$ cat config.mk
export PLATFORM = sky130hd
export DESIGN_NAME = priority_encoder_stream
export DESIGN_NICKNAME = d
export VERILOG_FILES = /design/src/rtl/priority_encoder_pkg.sv /design/src/rtl/pe_find_first.sv /design/src/rtl/priority_encoder_stream.sv
export SDC_FILE = /design/constraint.sdc
export NUM_CORES = 1
export LEC_CHECK = 0
export CAP_MARGIN = 5
export CORE_AREA = 2 2 69 71
export CTS_CLUSTER_SIZE = 8
export DETAILED_ROUTE_END_ITERATION = 8
export DIE_AREA = 0 0 71 73
export PLACE_DENSITY = 0.65
export SETUP_SLACK_MARGIN = 0.02
export SLEW_MARGIN = 20
export SYNTH_ARGS = -nofsm -noshare
export SYNTH_HDL_FRONTEND = slang
export SYNTH_SLANG_ARGS = --single-unit
$ cat constraint.sdc
create_clock -name clk_i -period 4.27 [get_ports clk_i]
set_input_delay 0.854 -clock clk_i [delete_from_list [all_inputs] [get_ports clk_i]]
set_output_delay 0.854 -clock clk_i [all_outputs]
set_load 0.02 [all_outputs]
$ cat src/rtl/priority_encoder_pkg.sv
// Shared types and helpers for the streaming priority encoder.
package priority_encoder_pkg;

    // IDLE: no word held. RUN: bits left to emit, or a zero-word beat pending.
    typedef enum logic [0:0] {
        IDLE = 1'b0,
        RUN  = 1'b1
    } pe_state_e;

    // Width of a binary index into a vector of the given width (at least 1).
    function automatic int idx_width(input int width);
        if (width > 1) begin
            return $clog2(width);
        end else begin
            return 1;
        end
    endfunction

endpackage : priority_encoder_pkg

$ cat src/rtl/pe_find_first.sv
// Combinational first-set-bit finder: returns the lowest or highest set
// bit of vec as a one-hot vector plus its binary index.
module pe_find_first
    import priority_encoder_pkg::*;
#(
    parameter  int WIDTH = 16,
    localparam int IDX_W = idx_width(WIDTH)
) (
    input  logic [WIDTH-1:0] vec,
    input  logic             msb_first,
    output logic [WIDTH-1:0] onehot,
    output logic [IDX_W-1:0] idx
);

    logic [WIDTH-1:0] lsb_sel_s;
    logic [WIDTH-1:0] msb_sel_s;
    logic [WIDTH-1:0] onehot_s;
    logic [IDX_W-1:0] idx_s;

    // Lowest set bit via two's-complement isolation.
    always_comb begin
        lsb_sel_s = vec & (~vec + WIDTH'(1));
    end

    // Highest set bit: the last set bit seen on an ascending scan wins.
    always_comb begin
        msb_sel_s = '0;
        for (int i = 0; i < WIDTH; i++) begin
            if (vec[i]) begin
                msb_sel_s    = '0;
                msb_sel_s[i] = 1'b1;
            end else begin
                msb_sel_s = msb_sel_s;
            end
        end
    end

    // Pick the selection matching the scan direction.
    always_comb begin
        if (msb_first) begin
            onehot_s = msb_sel_s;
        end else begin
            onehot_s = lsb_sel_s;
        end
    end

    // One-hot to binary: OR together the index of every set position.
    always_comb begin
        idx_s = '0;
        for (int i = 0; i < WIDTH; i++) begin
            if (onehot_s[i]) begin
                idx_s = idx_s | IDX_W'(i);
            end else begin
                idx_s = idx_s;
            end
        end
    end

    assign onehot = onehot_s;
    assign idx    = idx_s;

endmodule : pe_find_first

$ cat src/rtl/priority_encoder_stream.sv
// Streaming priority encoder: accepts a word and emits one beat per set
// bit (or a single zero beat for an all-zero word), in the requested order.
// Beat outputs are derived only from registered state, never from data_i.
module priority_encoder_stream
    import priority_encoder_pkg::*;
#(
    parameter  int WIDTH         = 16,
    parameter  bit MSB_FIRST_DEF = 1'b0,
    localparam int IDX_W         = $clog2(WIDTH)
) (
    input  logic             clk_i,
    input  logic             arstn_i,
    input  logic [WIDTH-1:0] data_i,
    input  logic             dir_i,
    input  logic             data_val_i,
    output logic             data_ready_o,
    output logic [WIDTH-1:0] onehot_o,
    output logic [IDX_W-1:0] idx_o,
    output logic             last_o,
    output logic             zero_o,
    output logic             data_val_o,
    input  logic             data_ready_i
);

    pe_state_e        state_r;
    pe_state_e        state_nx_s;
    logic [WIDTH-1:0] residual_r;
    logic [WIDTH-1:0] residual_nx_s;
    logic             dir_r;
    logic             dir_nx_s;
    // Holds ready low through reset and releases it on the first edge after.
    logic             ready_en_r;

    logic [WIDTH-1:0] sel_onehot_s;
    logic [IDX_W-1:0] sel_idx_s;
    logic [WIDTH-1:0] remain_s;
    logic             run_s;
    logic             last_s;
    logic             consume_s;
    logic             accept_s;

    pe_find_first #(
        .WIDTH (WIDTH)
    ) u_find (
        .vec       (residual_r),
        .msb_first (dir_r),
        .onehot    (sel_onehot_s),
        .idx       (sel_idx_s)
    );

    // Beat decode from the held word; a zero word in RUN leaves all selects 0.
    always_comb begin
        run_s    = (state_r == RUN);
        remain_s = residual_r & ~sel_onehot_s;
        last_s   = run_s & (remain_s == '0);
    end

    // Handshakes: a new word may enter while idle or as the last beat leaves.
    always_comb begin
        consume_s    = run_s & data_ready_i;
        data_ready_o = ready_en_r & (~run_s | (consume_s & last_s));
        accept_s     = data_val_i & data_ready_o;
    end

    // Next-state logic for the two-state controller and the held word.
    always_comb begin
        state_nx_s    = state_r;
        residual_nx_s = residual_r;
        dir_nx_s      = dir_r;
        case (state_r)
            IDLE: begin
                if (accept_s) begin
                    state_nx_s    = RUN;
                    residual_nx_s = data_i;
                    dir_nx_s      = dir_i;
                end else begin
                    state_nx_s = IDLE;
                end
            end
            RUN: begin
                if (accept_s) begin
                    state_nx_s    = RUN;
                    residual_nx_s = data_i;
                    dir_nx_s      = dir_i;
                end else if (consume_s && last_s) begin
                    state_nx_s    = IDLE;
                    residual_nx_s = '0;
                end else if (consume_s) begin
                    residual_nx_s = remain_s;
                end else begin
                    state_nx_s = RUN;
                end
            end
            default: begin
                state_nx_s    = IDLE;
                residual_nx_s = '0;
                dir_nx_s      = MSB_FIRST_DEF;
            end
        endcase
    end

    // State, held word, direction and ready-enable registers.
    always_ff @(posedge clk_i or negedge arstn_i) begin
        if (!arstn_i) begin
            state_r    <= IDLE;
            residual_r <= '0;
            dir_r      <= MSB_FIRST_DEF;
            ready_en_r <= 1'b0;
        end else begin
            state_r    <= state_nx_s;
            residual_r <= residual_nx_s;
            dir_r      <= dir_nx_s;
            ready_en_r <= 1'b1;
        end
    end

    // Beat outputs are forced to zero outside RUN.
    always_comb begin
        data_val_o = run_s;
        last_o     = last_s;
        zero_o     = run_s & (residual_r == '0);
        if (run_s) begin
            onehot_o = sel_onehot_s;
            idx_o    = sel_idx_s;
        end else begin
            onehot_o = '0;
            idx_o    = '0;
        end
    end

endmodule : priority_encoder_stream

=== Word-level counts from Yosys, hierarchy flattened ===
Cells that the tools add are included.

* Output and inout port bits: 24
* Input bits: 21
* Bits in registers: 19

* Muxes and demuxes: 44
* Equality and inequality tests: 2
* Bitwise gates (word level): 12
* Add/sub/neg operators: 1
* Reduce and logical (&&, ||, !) cells: 4

{| class="wikitable"
|+ Operators by type and width
! operator !! count
|-
| 16-bit 2-to-1 mux || 7
|-
| 4-bit 2-to-1 mux || 10
|-
| 16-bit AND || 2
|-
| 16-bit zero test || 2
|-
| 16-bit NOT || 2
|-
| 16-bit one-hot mux with 2 select lines || 1
|-
| 16-bit by 1-bit adder with 16-bit output, second input constant || 1
|-
| 15-bit 2-to-1 mux || 1
|-
| 3-bit 2-to-1 mux || 5
|-
| 14-bit 2-to-1 mux || 1
|-
| 13-bit 2-to-1 mux || 1
|-
| 12-bit 2-to-1 mux || 1
|-
| 11-bit 2-to-1 mux || 1
|-
| 10-bit 2-to-1 mux || 1
|-
| 9-bit 2-to-1 mux || 1
|-
| 8-bit 2-to-1 mux || 1
|-
| 7-bit 2-to-1 mux || 1
|-
| 1-bit AND || 6
|-
| 1-bit 2-to-1 mux || 6
|-
| 2-bit 2-to-1 mux || 3
|-
| 6-bit 2-to-1 mux || 1
|-
| 5-bit 2-to-1 mux || 1
|-
| 4-bit by 1-bit inequality test with 1-bit output, second input constant || 1
|-
| 2-bit inequality test, second input constant || 1
|-
| other kinds (5) || 5
|}

=== Longest topological paths before layout ===
* Word-level depth: 33
* Gate-level depth with buffers: 9
* Depth with buffers taken out: 7

=== By module ===
Synthesis repeated with hierarchy kept, for this count alone.

* Cell total of the unflattened synthesis: 245
* Area total of the unflattened synthesis: 1825.5 µm²

{| class="wikitable"
|+ Modules (own cells, without submodules)
! module !! seq. area each (µm²) !! area an instance (µm²) !! cells each !! times used
|-
| priority_encoder_stream || 475.5 || 1310.0 || 162 || 1
|-
| pe_find_first || 0.0 || 515.5 || 83 || 1
|}

=== Worst setup path before layout ===
OpenSTA, ideal clock, no wires.

* Path kind: reg-to-output
* Start: register residual_r[10]
* End: output data_ready_o
* Path buffers: 1
* Arrival: 2.892 ns
* Stages on the path, launching flop included: 9
* Setup slack: 0.524 ns
* Cell sequence: dfrtp_1 or4_1 or4_1 buf_2 o311a_1 a2111oi_2 nand3_2 o21ai_0 and2_1

* Cells in the longest elaborated chain, start to end: 14
* Elaborated cells between the ends (all ways): 17

{| class="wikitable"
|+ Ends and longest elaborated chain
! what !! RTL line !! source
|-
| from (decl) || priority_encoder_stream.sv:27 || <nowiki>logic [WIDTH-1:0] residual_r;</nowiki>
|-
| from (signal assigned) || priority_encoder_stream.sv:111 || <nowiki>residual_r <= residual_nx_s;</nowiki>
|-
| parallel branches: the longest is 8 deep, another holds 16-bit by 1-bit adder with 16-bit output || -- ||
|-
| 16-bit AND * || priority_encoder_stream.sv:54 || <nowiki>remain_s = residual_r & ~sel_onehot_s;</nowiki>
|-
| 16-bit zero test * || priority_encoder_stream.sv:55 || <nowiki>last_s = run_s & (remain_s == '0);</nowiki>
|-
| 1-bit AND * || priority_encoder_stream.sv:55 ||
|-
| 1-bit AND * || priority_encoder_stream.sv:61 || <nowiki>data_ready_o = ready_en_r & (~run_s | (consume_s & last_s));</nowiki>
|-
| 1-bit OR * || priority_encoder_stream.sv:61 ||
|-
| 1-bit AND * || priority_encoder_stream.sv:61 ||
|-
| to (decl) || priority_encoder_stream.sv:16 || <nowiki>output logic data_ready_o,</nowiki>
|}

Every way passes the cells marked *.

=== Worst setup path after layout ===
Same ends and word-level chain as after synthesis.

==> impl_metrics.env <==
export IMPL_relSlewSlack=0.374
export IMPL_syn_area_um2=1690
export IMPL_initial_core_util=0.373
export IMPL_skew_ps=6.57
export IMPL_worst_pin_slew_ps=937
export IMPL_cts_tree="yes"
export IMPL_ys_warn_count=0
export IMPL_io_buffers=44
export IMPL_clock_sinks=19
export IMPL_avgSynthCellArea_um2=7.75
export IMPL_dr_pass1_iters=4
export IMPL_final_cell_mix="42 x clkdlybuf4s50_1, 25 x buf_4, 20 x nor2_1"
export IMPL_cts_post_setup_buffers_inserted=0
export IMPL_io_pins=45
export IMPL_grt_max_degree=22
export IMPL_synthArstFlopShare=1.00
export IMPL_synth_nets=239
export IMPL_drtIter0Drc=127
export IMPL_finalWirelength_um=5940
export IMPL_synth_seq_area_share=0.281
export IMPL_wire_per_inst_um=18.1
export IMPL_synth_cell_types=53
export IMPL_path_class="flop to output port"
export IMPL_gp_congestion=0.975
export IMPL_use_met2=0.374
export IMPL_critPathMaxStageDelay_ps=590
export IMPL_cp_common_cell="or4_1"
export IMPL_clk_latency_ps=270
export IMPL_ys_ff_latch=19
export IMPL_cts_root_buffer_cell="clkbuf_8"
export IMPL_ant_nets=0
export IMPL_fin_crit_sh=0.956
export IMPL_crit_chain="or4_1, or4_1, o311a_1, a2111oi_2, nand3_2, o21ai_2, and2_1, clkdlybuf4s15_1"
export IMPL_slowest_stage="or4_1"
export IMPL_synth_edff_count=0
export IMPL_grt_met3_usage=0.0331
export IMPL_drc_errors=0
export IMPL_drv_slew=0
export IMPL_core_area_um2=4540
export IMPL_grtUsageTotal=0.237
export IMPL_clk_pin_slew_ps=80
export IMPL_grt_pass1_wl_um=9430
export IMPL_synth_ff_type="dfrtp_1"
export IMPL_cts_buffer_depth=2
export IMPL_rows=25
export IMPL_vias=1943
export IMPL_top_usage_layer="met2"
export IMPL_post_route_util=0.522
export IMPL_crit_arrival_ps=3230
export IMPL_cap_violations=0
export IMPL_cp_start_kind="flop"
export IMPL_synth_cells=218
export IMPL_power_density_nw_per_um2=810
export IMPL_max_freq_mhz=245
export IMPL_hp_class="flop to flop"
export IMPL_run_status="finished, final reports clean"
export IMPL_htreeDepth=1
export IMPL_fin_nets=296
export IMPL_cp_max_fo=3
export IMPL_viasPerCell=5.92
export IMPL_totalPowerFinal_mw=1.92
export IMPL_antenna_cells=0
export IMPL_ir_worst_vdd_mv=0.315
export IMPL_die_h_um=73
export IMPL_cp_required_ps=3420
export IMPL_rsz0062_at_grt="true"
export IMPL_gr_usage_met1=0.320
export IMPL_nFillCells=462
export IMPL_overflow=0
export IMPL_crit_path_end_kind="output port"
export IMPL_grt_pass1_vias=1816
export IMPL_power_leakage_nw=1.03
export IMPL_hold_viol_final=0
export IMPL_period_needed_ps=4080
export IMPL_final_common_cell="clkdlybuf4s50_1"
export IMPL_cts_buffers=3
export IMPL_hpwl_um=4730
export IMPL_antenna_found_initial=0
export IMPL_area_delta_synth_final_pct=40.2
export IMPL_die_x_um=71
export IMPL_die_area_um2=5180
export IMPL_layout_drive_gt1_share=0.190
export IMPL_setup_viol=0
[power by group]
group	total, mW	switching, mW	internal [mW]	leakage, nW
registers	0.318	0.0756	0.242	0.241
logic	1.46	0.793	0.671	0.765
clock network	0.137	0.0718	0.0653	0.0255
[routing by layer]
| metal | vias to the layer above | part of all wire | wire length, um |
|---|---|---|---|
| li1 | 949 | - | - |
| met1 | 907 | 0.44 | 2640 |
| met2 | 74 | 0.47 | 2770 |
| met3 | 13 | 0.055 | 328 |
| met4 | 0 | 0.033 | 197 |
| met5 | - | 0 | 0 |
[metrics by stage]
step	std cells	area, um^2	hold slack, ps	setup slack [ps]	setup TNS, ps
2_1_floorplan	218	1690	553	524	0
3_3_place_gp	324	2320	519	133	0
3_5_place_dp	324	2320	518	-23.4	-23.4
4_1_cts	328	2370	539	113	0
5_1_grt	328	2370	567	8.99	0
6_report	328	2370	541	186	0
[logic make-up (layout without fill, tap and decap cells)]
family / count (synthesis) / count (layout) / synth area share
compound gates: 65 / 65 / 0.308
buf+inv: 25 / 81 / 0.0577
flops: 19 / 19 / 0.281
simple gates: 106 / 106 / 0.336
mux: 2 / 2 / 0.0148
other cells: 1 / 1 / 0.00222
[critical path, delay by kind of cell, from the launching register on]
kind | cells | cell delay, ps
buffers and inverters | 1 | 310
AO/OA/AOI/OAI | 3 | 840
flip-flops | 1 | 380
AND/OR/NAND/NOR | 4 | 1430
[final cells by class]
cell class	instances	area (um^2)	share of cell area
Multi-Input combinational cell	174	1130	0.476
Timing Repair Buffer	69	623	0.263
Sequential cell	19	475	0.201
Tap cell	54	67.6	0.0285
Clock buffer	3	41.3	0.0174
Inverter	8	30.0	0.0127
Clock inverter	1	5.00	0.00211
[timing repair]
item / CTS / global route
gates resized for setup: 4 / 5
hold buffers: 0 / 0
endpoints found under the setup margin: 2 / 4
[synth_stat cells, types with 5 or more instances]
library cell,count,area share
a22o_2,5,0.030
nor2_1,20,0.044
nand2b_1,5,0.019
nand3_1,6,0.018
and3_1,8,0.030
and2_1,7,0.026
nand2_1,19,0.042
o21ai_0,9,0.027
dfrtp_1,19,0.28
a21oi_1,7,0.021
inv_1,8,0.018
nor4_1,12,0.044
nor3_1,9,0.027
clkbuf_1,14,0.031
[sequential cells by signal, indices dropped and copies added (netlist names)]
signal	cells
dir_r	1
data_val_o	1
ready_en_r	1
residual_r	16
[path summary, 6_finish.rpt]
check | from | endpoint | slack (ps) | depth (start not counted)
worst max register to register | residual_r[10]$_DFFE_PN0P_ | dir_r$_DFFE_PN0P_ | 1030 | 8
max in group asynchronous | arstn_i | residual_r[11]$_DFFE_PN0P_ | 2590 | 1
worst min register to register | residual_r[9]$_DFFE_PN0P_ | residual_r[9]$_DFFE_PN0P_ | 540 | 1
worst max-delay path | residual_r[10]$_DFFE_PN0P_ | data_ready_o | 190 | 8
min in group asynchronous | arstn_i | residual_r[14]$_DFFE_PN0P_ | 1100 | 1
worst min-delay path | residual_r[9]$_DFFE_PN0P_ | residual_r[9]$_DFFE_PN0P_ | 540 | 1
Power figures use the tool's default switching activity.
